**src/rtl/psum_writeback.sv**
```systemverilog
// Partial-sum writeback: bias add, optional ReLU, round/saturate, and buffered
// sequential writes of one ofmap frame into the global buffer.
module psum_writeback #(
    parameter int unsigned G_BUF_ADDR_WIDTH = 10,
    parameter int unsigned G_BUF_DATA_WIDTH = 8,
    parameter int unsigned G_TOP_BITS       = 2,
    parameter int unsigned G_BOT_BITS       = 14,
    parameter int unsigned G_OUT_FRAC_BITS  = 6,
    parameter int unsigned G_KERNEL_SIZE    = 5,
    parameter int unsigned G_IMAGE_HEIGHT   = 28,
    parameter int unsigned G_IMAGE_WIDTH    = 28,
    parameter int unsigned G_FIFO_DEPTH     = 4
) (
    input  logic                                 clk_i,
    input  logic                                 rst_ni,
    input  logic                                 start_i,
    input  logic [G_BUF_ADDR_WIDTH-1:0]          base_addr_i,
    input  logic [G_TOP_BITS+G_BOT_BITS-1:0]     bias_i,
    input  logic                                 relu_en_i,
    input  logic                                 psum_vld_i,
    input  logic [G_TOP_BITS+G_BOT_BITS-1:0]     psum_i,
    output logic                                 buf_wr_en_o,
    input  logic                                 buf_wr_rdy_i,
    output logic [G_BUF_ADDR_WIDTH-1:0]          buf_addr_o,
    output logic [G_BUF_DATA_WIDTH-1:0]          buf_data_o,
    output logic                                 busy_o,
    output logic                                 done_o,
    output logic                                 overflow_o
);

    localparam int unsigned AW     = G_BUF_ADDR_WIDTH;
    localparam int unsigned DW     = G_BUF_DATA_WIDTH;
    localparam int unsigned PSUM_W = G_TOP_BITS + G_BOT_BITS;
    localparam int unsigned SUM_W  = PSUM_W + 2;
    localparam int unsigned SH     = G_BOT_BITS - G_OUT_FRAC_BITS;
    localparam int unsigned HALF   = (SH > 0) ? (1 << (SH - 1)) : 0;
    localparam int unsigned N_OUT  = (G_IMAGE_HEIGHT - G_KERNEL_SIZE + 1) *
                                     (G_IMAGE_WIDTH - G_KERNEL_SIZE + 1);
    localparam int unsigned CNT_W  = $clog2(N_OUT + 1);
    localparam int unsigned PTR_W  = $clog2(G_FIFO_DEPTH);
    localparam int unsigned OCC_W  = PTR_W + 1;
    localparam int unsigned ENT_W  = AW + DW;

    localparam logic signed [SUM_W-1:0] U_MAX = SUM_W'((1 << DW) - 1);
    localparam logic signed [SUM_W-1:0] S_MAX = SUM_W'((1 << (DW - 1)) - 1);
    localparam logic signed [SUM_W-1:0] S_MIN = ~S_MAX;

    typedef enum logic [1:0] {
        ST_IDLE  = 2'd0,
        ST_RUN   = 2'd1,
        ST_DRAIN = 2'd2
    } state_t;

    state_t                    state_q, state_d;
    logic [CNT_W-1:0]          in_cnt_q, in_cnt_d;
    logic [CNT_W-1:0]          wr_cnt_q, wr_cnt_d;
    logic [AW-1:0]             base_q, base_d;
    logic signed [PSUM_W-1:0]  bias_q, bias_d;
    logic                      relu_q, relu_d;
    logic                      ovf_q, ovf_d;
    logic                      done_q, done_d;
    logic                      busy_q;

    logic [ENT_W-1:0]          fifo_mem [G_FIFO_DEPTH];
    logic [PTR_W-1:0]          wptr_q, rptr_q;
    logic [OCC_W-1:0]          occ_q;
    logic [ENT_W-1:0]          head_c;

    logic                      fifo_empty_c, fifo_full_c;
    logic                      accept_c, pop_c, push_c, drop_c;
    logic signed [SUM_W-1:0]   sum_c, rsum_c, rnd_c;
    logic [DW-1:0]             q_c;
    logic [AW-1:0]             pix_addr_c;

    assign fifo_empty_c = (occ_q == '0);
    assign fifo_full_c  = (occ_q == OCC_W'(G_FIFO_DEPTH));
    assign accept_c     = (state_q == ST_RUN) && psum_vld_i;
    assign pop_c        = !fifo_empty_c && buf_wr_rdy_i;
    // A full FIFO still takes the new word when the head leaves on the same edge.
    assign push_c       = accept_c && (!fifo_full_c || pop_c);
    assign drop_c       = accept_c && fifo_full_c && !pop_c;
    assign pix_addr_c   = base_q + AW'(in_cnt_q);

    // Bias, ReLU, round-half-up and saturate to the buffer word format.
    always_comb begin
        sum_c = SUM_W'(signed'(psum_i)) + SUM_W'(bias_q);
        if (relu_q && sum_c[SUM_W-1]) begin
            sum_c = '0;
        end
        rsum_c = sum_c + signed'(SUM_W'(HALF));
        rnd_c  = rsum_c >>> SH;
        q_c    = rnd_c[DW-1:0];
        if (relu_q) begin
            if (rnd_c > U_MAX) begin
                q_c = '1;
            end
        end else if (rnd_c > S_MAX) begin
            q_c = {1'b0, {(DW-1){1'b1}}};
        end else if (rnd_c < S_MIN) begin
            q_c = {1'b1, {(DW-1){1'b0}}};
        end
    end

    // Frame control: wr_cnt advances on every write and every dropped pixel.
    always_comb begin
        state_d  = state_q;
        in_cnt_d = in_cnt_q;
        wr_cnt_d = wr_cnt_q;
        base_d   = base_q;
        bias_d   = bias_q;
        relu_d   = relu_q;
        ovf_d    = ovf_q;
        done_d   = 1'b0;

        if (pop_c || drop_c) begin
            wr_cnt_d = wr_cnt_q + CNT_W'(1);
        end

        case (state_q)
            ST_IDLE: begin
                if (start_i) begin
                    state_d  = ST_RUN;
                    base_d   = base_addr_i;
                    bias_d   = bias_i;
                    relu_d   = relu_en_i;
                    in_cnt_d = '0;
                    wr_cnt_d = '0;
                    ovf_d    = 1'b0;
                end
            end
            ST_RUN: begin
                if (accept_c) begin
                    in_cnt_d = in_cnt_q + CNT_W'(1);
                    if (drop_c) begin
                        ovf_d = 1'b1;
                    end
                    if (in_cnt_q == CNT_W'(N_OUT - 1)) begin
                        state_d = ST_DRAIN;
                    end
                end
            end
            ST_DRAIN: begin
                if (wr_cnt_d == CNT_W'(N_OUT)) begin
                    state_d = ST_IDLE;
                    done_d  = 1'b1;
                end
            end
            default: begin
                state_d = ST_IDLE;
            end
        endcase
    end

    always_ff @(posedge clk_i or negedge rst_ni) begin
        if (!rst_ni) begin
            state_q  <= ST_IDLE;
            in_cnt_q <= '0;
            wr_cnt_q <= '0;
            base_q   <= '0;
            bias_q   <= '0;
            relu_q   <= 1'b0;
            ovf_q    <= 1'b0;
            done_q   <= 1'b0;
            busy_q   <= 1'b0;
        end else begin
            state_q  <= state_d;
            in_cnt_q <= in_cnt_d;
            wr_cnt_q <= wr_cnt_d;
            base_q   <= base_d;
            bias_q   <= bias_d;
            relu_q   <= relu_d;
            ovf_q    <= ovf_d;
            done_q   <= done_d;
            busy_q   <= (state_d != ST_IDLE);
        end
    end

    // Output FIFO; each entry carries its own address so dropped pixels leave holes.
    always_ff @(posedge clk_i or negedge rst_ni) begin
        if (!rst_ni) begin
            wptr_q <= '0;
            rptr_q <= '0;
            occ_q  <= '0;
            for (int unsigned i = 0; i < G_FIFO_DEPTH; i++) begin
                fifo_mem[i] <= '0;
            end
        end else begin
            if (push_c) begin
                fifo_mem[wptr_q] <= {pix_addr_c, q_c};
                wptr_q           <= wptr_q + PTR_W'(1);
            end
            if (pop_c) begin
                rptr_q <= rptr_q + PTR_W'(1);
            end
            if (push_c && !pop_c) begin
                occ_q <= occ_q + OCC_W'(1);
            end else if (pop_c && !push_c) begin
                occ_q <= occ_q - OCC_W'(1);
            end
        end
    end

    assign head_c      = fifo_mem[rptr_q];
    assign buf_wr_en_o = !fifo_empty_c;
    assign buf_addr_o  = fifo_empty_c ? '0 : head_c[ENT_W-1:DW];
    assign buf_data_o  = fifo_empty_c ? '0 : head_c[DW-1:0];
    assign busy_o      = busy_q;
    assign done_o      = done_q;
    assign overflow_o  = ovf_q;

endmodule

```
**config.mk**
```make
export PLATFORM = sky130hd
export DESIGN_NAME = psum_writeback
export DESIGN_NICKNAME = d
export VERILOG_FILES = /design/src/rtl/psum_writeback.sv
export SDC_FILE = /design/constraint.sdc
export NUM_CORES = 1
export LEC_CHECK = 0
export CORE_MARGIN = 2
export CORE_UTILIZATION = 40
export CTS_CLUSTER_SIZE = 25
export DETAILED_ROUTE_END_ITERATION = 10
export SYNTH_ARGS = -nofsm -noshare
export SYNTH_HDL_FRONTEND = slang
export SYNTH_SLANG_ARGS = --single-unit
```
**constraint.sdc**
```tcl
create_clock -name clk_i -period 3.7 [get_ports clk_i]
set_input_delay 0.555 -clock clk_i [delete_from_list [all_inputs] [get_ports clk_i]]
set_output_delay 0.555 -clock clk_i [all_outputs]
set_load 0.02 [all_outputs]
```
# Word level (Yosys, flattened, before mapping)
# Index checks and enable logic that the tools add are counted.
# word_totals
register_bits	131
in_bits	48
out_inout_bits	22
word_cells	96
# op_classes
n_addsub	9
n_lt_le_gt_ge	6
eq_ne	8
mux	32
bitwise_logic	2
n_reduce_logical	23
# ops
operator	count
72-bit bitwise mux	1
18-bit two-way mux	4
10-bit two-way mux	6
8-bit two-way mux	5
18-bit binary-select mux with 2-bit select	1
18-bit demux with 2-bit select	1
10-bit by 1-bit adder with 10-bit output, second input constant	2
10-bit == test, second input constant	2
10-bit case mux with 2 select lines	1
18-bit by 9-bit adder with 18-bit output, second input constant	1
16-bit by 16-bit adder with 17-bit output	1
10-bit adder	1
10-bit by 8-bit > comparator with 1-bit output, second input constant	1
10-bit by 9-bit > comparator with 1-bit output, second input constant	1
10-bit by 8-bit < comparator with 1-bit output, second input constant	1
1-bit logical AND	9
2-bit two-way mux	4
3-bit greater-or-equal comparator, second input constant	2
3-bit two-way mux	2
2-bit inequality test, second input constant	3
2-bit inverter with 3-bit output	2
2-bit case mux with 3 select lines	1
2-bit nonzero test	3
1-bit two-way mux	5
15 further kinds	20

# Longest topological paths before layout
# logic_depth
word_depth	11
ltp_mapped	17
mapped_depth_nobuf	14

# Worst setup path after synthesis
# OpenSTA, ideal clock, no wires.
# synth_timing
path_kind	input -> register
from	input psum_i[13]
to	register fifo_mem[24] in the netlist's numbering
arrival_time_ps	4199
required_time_ps	3618
setup_slack_ps	-581
path_stages	17
path_buffers	3
path_cell_list	ha_1 clkbuf_1 and4_1 nand3_1 o22ai_1 o32a_1 nor2_1 and3b_1 ha_1 inv_1 or3_1 clkbuf_1 or3_4 o41ai_4 o22ai_2 buf_6 a31oi_1
# synth_via
elab_chain_cells	9
word_cells_on_any_way	12
classes_between	add/sub (2); order compare (3); mux (6); reduce/logical (1)
# synth_lines
element	line_no	text
start: declaration	21	input logic [G_TOP_BITS+G_BOT_BITS-1:0] psum_i,
16-bit by 16-bit adder with 17-bit output *	86	sum_c = SUM_W'(signed'(psum_i)) + SUM_W'(bias_q);
1-bit logical AND	87	if (relu_q && sum_c[SUM_W-1]) begin
18-bit two-way mux *	87	
18-bit by 9-bit adder with 18-bit output *	90	rsum_c = sum_c + signed'(SUM_W'(HALF));
10-bit by 8-bit < comparator with 1-bit output	99	end else if (rnd_c < S_MIN) begin
8-bit two-way mux	99	
8-bit two-way mux	97	end else if (rnd_c > S_MAX) begin
8-bit two-way mux *	93	if (relu_q) begin
72-bit bitwise mux *	189	fifo_mem[wptr_q] <= {pix_addr_c, q_c};
end signal: indexed assignment	189	
end: declaration	64	logic [ENT_W-1:0] fifo_mem [G_FIFO_DEPTH];
# Mark *: on every way between the ends. The rest lies on a longest branch, timed or not.
# A chain may end at the register's enable or synchronous reset.

# Worst setup path after layout
# layout_timing
from	register bias_q[1]
to	register fifo_mem[37] in the netlist's numbering
# layout_via
elab_chain_cells	9
word_cells_on_any_way	12
classes_between	add/sub (2); order compare (3); mux (6); reduce/logical (1)
# layout_lines
element	line_no	text
start: declaration	58	logic signed [PSUM_W-1:0] bias_q, bias_d;
start signal: assignment	170	bias_q <= bias_d;
16-bit by 16-bit adder with 17-bit output *	86	
1-bit logical AND	87	
18-bit two-way mux *	87	
18-bit by 9-bit adder with 18-bit output *	90	
10-bit by 8-bit < comparator with 1-bit output	99	
8-bit two-way mux	99	
8-bit two-way mux	97	
8-bit two-way mux *	93	
72-bit bitwise mux *	189	
# Marked as above.

==> results <==
- The area of the die is 20400 µm².
- Summing all flip-flop and latch instances after layout gives 3280 µm².
- The net count after synthesis is 920.
- Counting instances in the post-synthesis netlist gives the leading cell types as nand2_1 (211), dfrtp_1 (131), nor2_1 (65).
- Sequential cells burn 26.1% of the power.
- The post-cts hold buffer count is 0.
- The share of cell area taken by muxes after synthesis is 7.93%.
- The post-CTS clock slew at the launch and capture registers of the worst setup and hold paths is 50 ps.
- The insertion delay to the later sink of the worst-skew pair is 420 ps.
- The largest family of logic cells by synthesized area is simple AND/OR/NAND/NOR gates.
- The overall fraction of global-route tracks in use is 20.3%.
- The analysis attributes to net switching a power of 0.00355 W.
- The slew of the pin with the lowest slew margin is 717 ps.
- After detailed routing, the average wire length per cell comes to 15.6 µm.
- The slowest stage of the critical path is the nor3_2 cell.
- The worst setup path is captured at a flop.
- After the first detailed-routing iteration, the DRC count stood at 392.
- The multi-input logic area is 4480 µm².
- TritonCTS built the clock tree.
- The final count of hold timing violations is 0.
- The post-synth design cell area is 7710 µm².
- The area inside the core boundary is 18800 µm².
- The worst setup skew after layout is 10.8 ps.
- The initial antenna violation count is 0.
- For this block, the routed nets add up to 19500 µm of wire.
- Hold is met by 168 ps.
- The run finished with clean final reports.
- The longest clock path from root to sink contains 2 buffers.
- Setup repair after global routing could not meet its margin everywhere.
- The total internal power is 0.00566 W.
- The number of global-route vias before repair is 6513.
- Of all nets on the critical path, the largest fanout is 8.
- For this run, design rule violations remaining after detail routing come to 0.
- During placement, the flow inserted port buffers numbering 69.
- The number of pins with negative max-slew slack in the final report is 0.
- The share of synthesized registers carrying an async set or reset is 100%.
- The net count reported at finish is 1064.
- Synthesis produced 838 cells.
- The maximum single-stage delay on the critical path is 430 ps.
- The number of H-tree branching levels is 4.
- The number of ports placed on the die boundary is 70.
- Dividing the detail-routed via count by the number of cells gives 5.23.
- The total of endpoints with negative setup slack in the final report is 0.
- The TritonCTS buffer count is 17.
- The share of layout cells above drive strength 1 is 21.7%.
- After floorplanning, the core was divided into 50 placement rows.
- The power per cell area is 896 nW/µm².
- The required time of the worst setup path is 4010 ps.
- The adder and majority gate portion of the synthesized area is 5.71%.
- The post-synthesis share of cell area spent on xor and xnor gates is 3.97%.
- Yosys printed 0 warnings.
- The clock network accounts for 20.1% of the total power.
- Counting distinct cell types in the post-synthesis netlist gives 76.
- At the worst endpoint, the arrival time is 4000 ps.
- After layout, the minimum clock period comes to 3690 ps.
- The fraction of the mapped netlist area in compound gates is 14.6%.
- The kind of path behind the tightest hold check is in -> async.
- Measured in cells, the most critical reg-to-reg path has a length of 15.
- The critical path is of the reg -> reg type.
- The summed area of non-filler cells in the final layout is 10300 µm².
- The leakage power total is 4.65 nW.
- The tree is rooted in a clkbuf_16.
- Entering global routing, the biggest net connects 74 pins.
- At the end of routability-driven placement, the weighted congestion stood at 0.865.
- Measured along the y axis, the die boundary spans 143 µm.
- Walking the worst path, the cells encountered are ha_4 > nand3_4 > a221o_1 > o22ai_2 > o32a_1 > nor2_2 > and3b_1 > ha_2 > inv_2 > or3_4 > o31a_1 > nor3_2 > o22ai_4 > buf_12 > o211ai_1.
- In this run the horizontal extent of the chip is 143 µm.
- The antenna cell count is 0.
- Of the total power, the share spent switching nets is 38.5%.
- The fraction of post-synthesis cell area in the top cell type by area is 42.5%.
- The maximum vdd ir drop is 0.380 mV.
- The antenna violation net count after detailed routing is 0.
- The number of vias after detailed routing is 6564.
- The number of filler cells placed in the layout is 1690.
- The number of iterations in the first detailed-routing pass is 4.
- The most used flip-flop cell after synthesis is dfrtp_1.
- The post-synthesis share of cell area spent on and, or, nand and nor gates is 21.8%.
- The final clock period utilization by the worst path is 99.6%.
- Synthesis inferred 131 register bits.
- Combinational cells account for 53.8% of the total power.
- The library cell with the highest instance count after synthesis is nand2_1.
- The relative area change from synthesis to final layout is 33.2%.
- Based on the critical path, the design can be clocked at up to 0.271 GHz.
- The wire length of the first global-routing pass is 32900 µm.
- The max-capacitance violation count is 0.
- The worst-case headroom to the max-slew limit is 52.2%.
- The standard cell area after detailed placement is 9370 µm².
- STA classifies the critical path startpoint as a flop.
- The tree built by TritonCTS fans out to 131 sinks.
- The initial utilization of the core area, before any placement, comes to 41.0%.
- The top cell type by total area after synthesis is dfrtp_1.
- The detailed placement HPWL is 13700 µm.
- For this run, the register share of the synthesized area comes to 42.5%.
- Summed over all failing endpoints, the final setup total negative slack is 0 ps.
- The synthesized design contains 0 enable-type register cells.
- The total congestion overflow after global routing is 0.
- Each instance of the synthesized netlist takes up on average 9.21 µm².
- By area the synthesized netlist is led by dfrtp_1 (42%), nand2_1 (10%), mux4_2 (5.3%).
==> cells by family (layout without fill, tap and decap cells) <==
| group | Yosys count | after routing |
|---|---|---|
| AO/OA/AOI/OAI | 159 | 159 |
| XOR/XNOR | 35 | 35 |
| adder cells (fa/ha/maj) | 34 | 34 |
| buffers and inverters | 63 | 220 |
| flip-flops | 131 | 131 |
| multiplexers | 37 | 37 |
| AND/OR/NAND/NOR | 379 | 379 |
==> repair_timing <==
action / CTS / global route
setup buffers: 5 / 4
pin swaps: 20 / 5
setup endpoints to repair: 32 / 30
cloned: 1 / 0
resized for setup: 33 / 8
==> through the flow <==
step | worst slack, ps | std cells | utilization (%) | total power [W]
5_1_grt | -145 | 1255 | 54.6 | 0.00990
4_1_cts | 1.71 | 1251 | 54.2 | 0.00920
2_1_floorplan | -323 | 838 | - | 0.00534
3_5_place_dp | -703 | 1213 | 49.8 | 0.00712
6_report | 13.0 | 1255 | 54.6 | 0.00921
3_3_place_gp | -612 | 1213 | 49.8 | 0.00702
==> critical path, delay by kind of cell, from the launching register on <==
| family | cells | cell delay (ps) |
|---|---|---|
| flip-flops | 1 | 420 |
| adder cells (fa/ha/maj) | 2 | 490 |
| AO/OA/AOI/OAI | 6 | 1370 |
| buffers and inverters | 2 | 200 |
| AND/OR/NAND/NOR | 5 | 1090 |
==> layout make-up <==
| type | instances | share of cell area (%) |
|---|---|---|
| flip-flops and latches | 131 | 31.9 |
| inverters | 20 | 0.730 |
| clock inverters | 8 | 1.42 |
| repair buffers | 168 | 14.3 |
| multi-input cells | 644 | 43.6 |
| clock buffers | 24 | 4.88 |
| well taps | 260 | 3.16 |
==> final timing paths <==
| check | from | to | slack, ps |
|---|---|---|---|
| worst max register to register | bias_q[1] | fifo_mem[37] | 10 |
| min in group clk_i | fifo_mem[69] | fifo_mem[69] | 470 |
| max in group asynchronous | rst_ni | wr_cnt_q[9] | 2750 |
| worst max-delay path | bias_q[1] | fifo_mem[37] | 10 |
| worst min register to register | fifo_mem[69] | fifo_mem[69] | 470 |
| worst min-delay path | rst_ni | fifo_mem[25] | 170 |
==> registers in the layout, indices dropped and copies added (netlist names) <==
signal,flops
relu_q,1
rptr_q,2
base_q,10
bias_q,16
fifo_mem,72
overflow_o,1
state_q,2
done_o,1
occ_q,3
wptr_q,2
in_cnt_q,10
wr_cnt_q,10
busy_o,1
==> power groups by stage <==
stage	clock network, W	logic, W	registers, W
2_1_floorplan	0	0.00308	0.00226
5_1_grt	0.00194	0.00547	0.00248
3_5_place_dp	0	0.00471	0.00241
6_report	0.00185	0.00495	0.00241
3_3_place_gp	0	0.00464	0.00238
4_1_cts	0.00188	0.00491	0.00241
==> layer usage <==
layer | vias up | share of wire, % | GRT usage, %
li1 | 3224 | - | -
met1 | 3203 | 48 | 28.1
met2 | 124 | 48 | 32.9
met3 | 13 | 3.5 | 3.82
met4 | 0 | 0.89 | 5.32
met5 | - | 0 | 0
==> placed cells by master (no fill, tap or decap), types with 15 or more instances in the layout <==
master	n
ha_1	17
nand3_1	17
xor2_1	21
clkbuf_16	18
and2_1	27
nor2_1	64
dfrtp_1	131
buf_4	95
a21oi_1	20
nand2_1	211
inv_1	19
dlygate4sd2_1	15
clkdlybuf4s50_1	53
a31oi_1	17
o21ai_0	37
mux4_2	18
(Power assumes the default switching activity.)
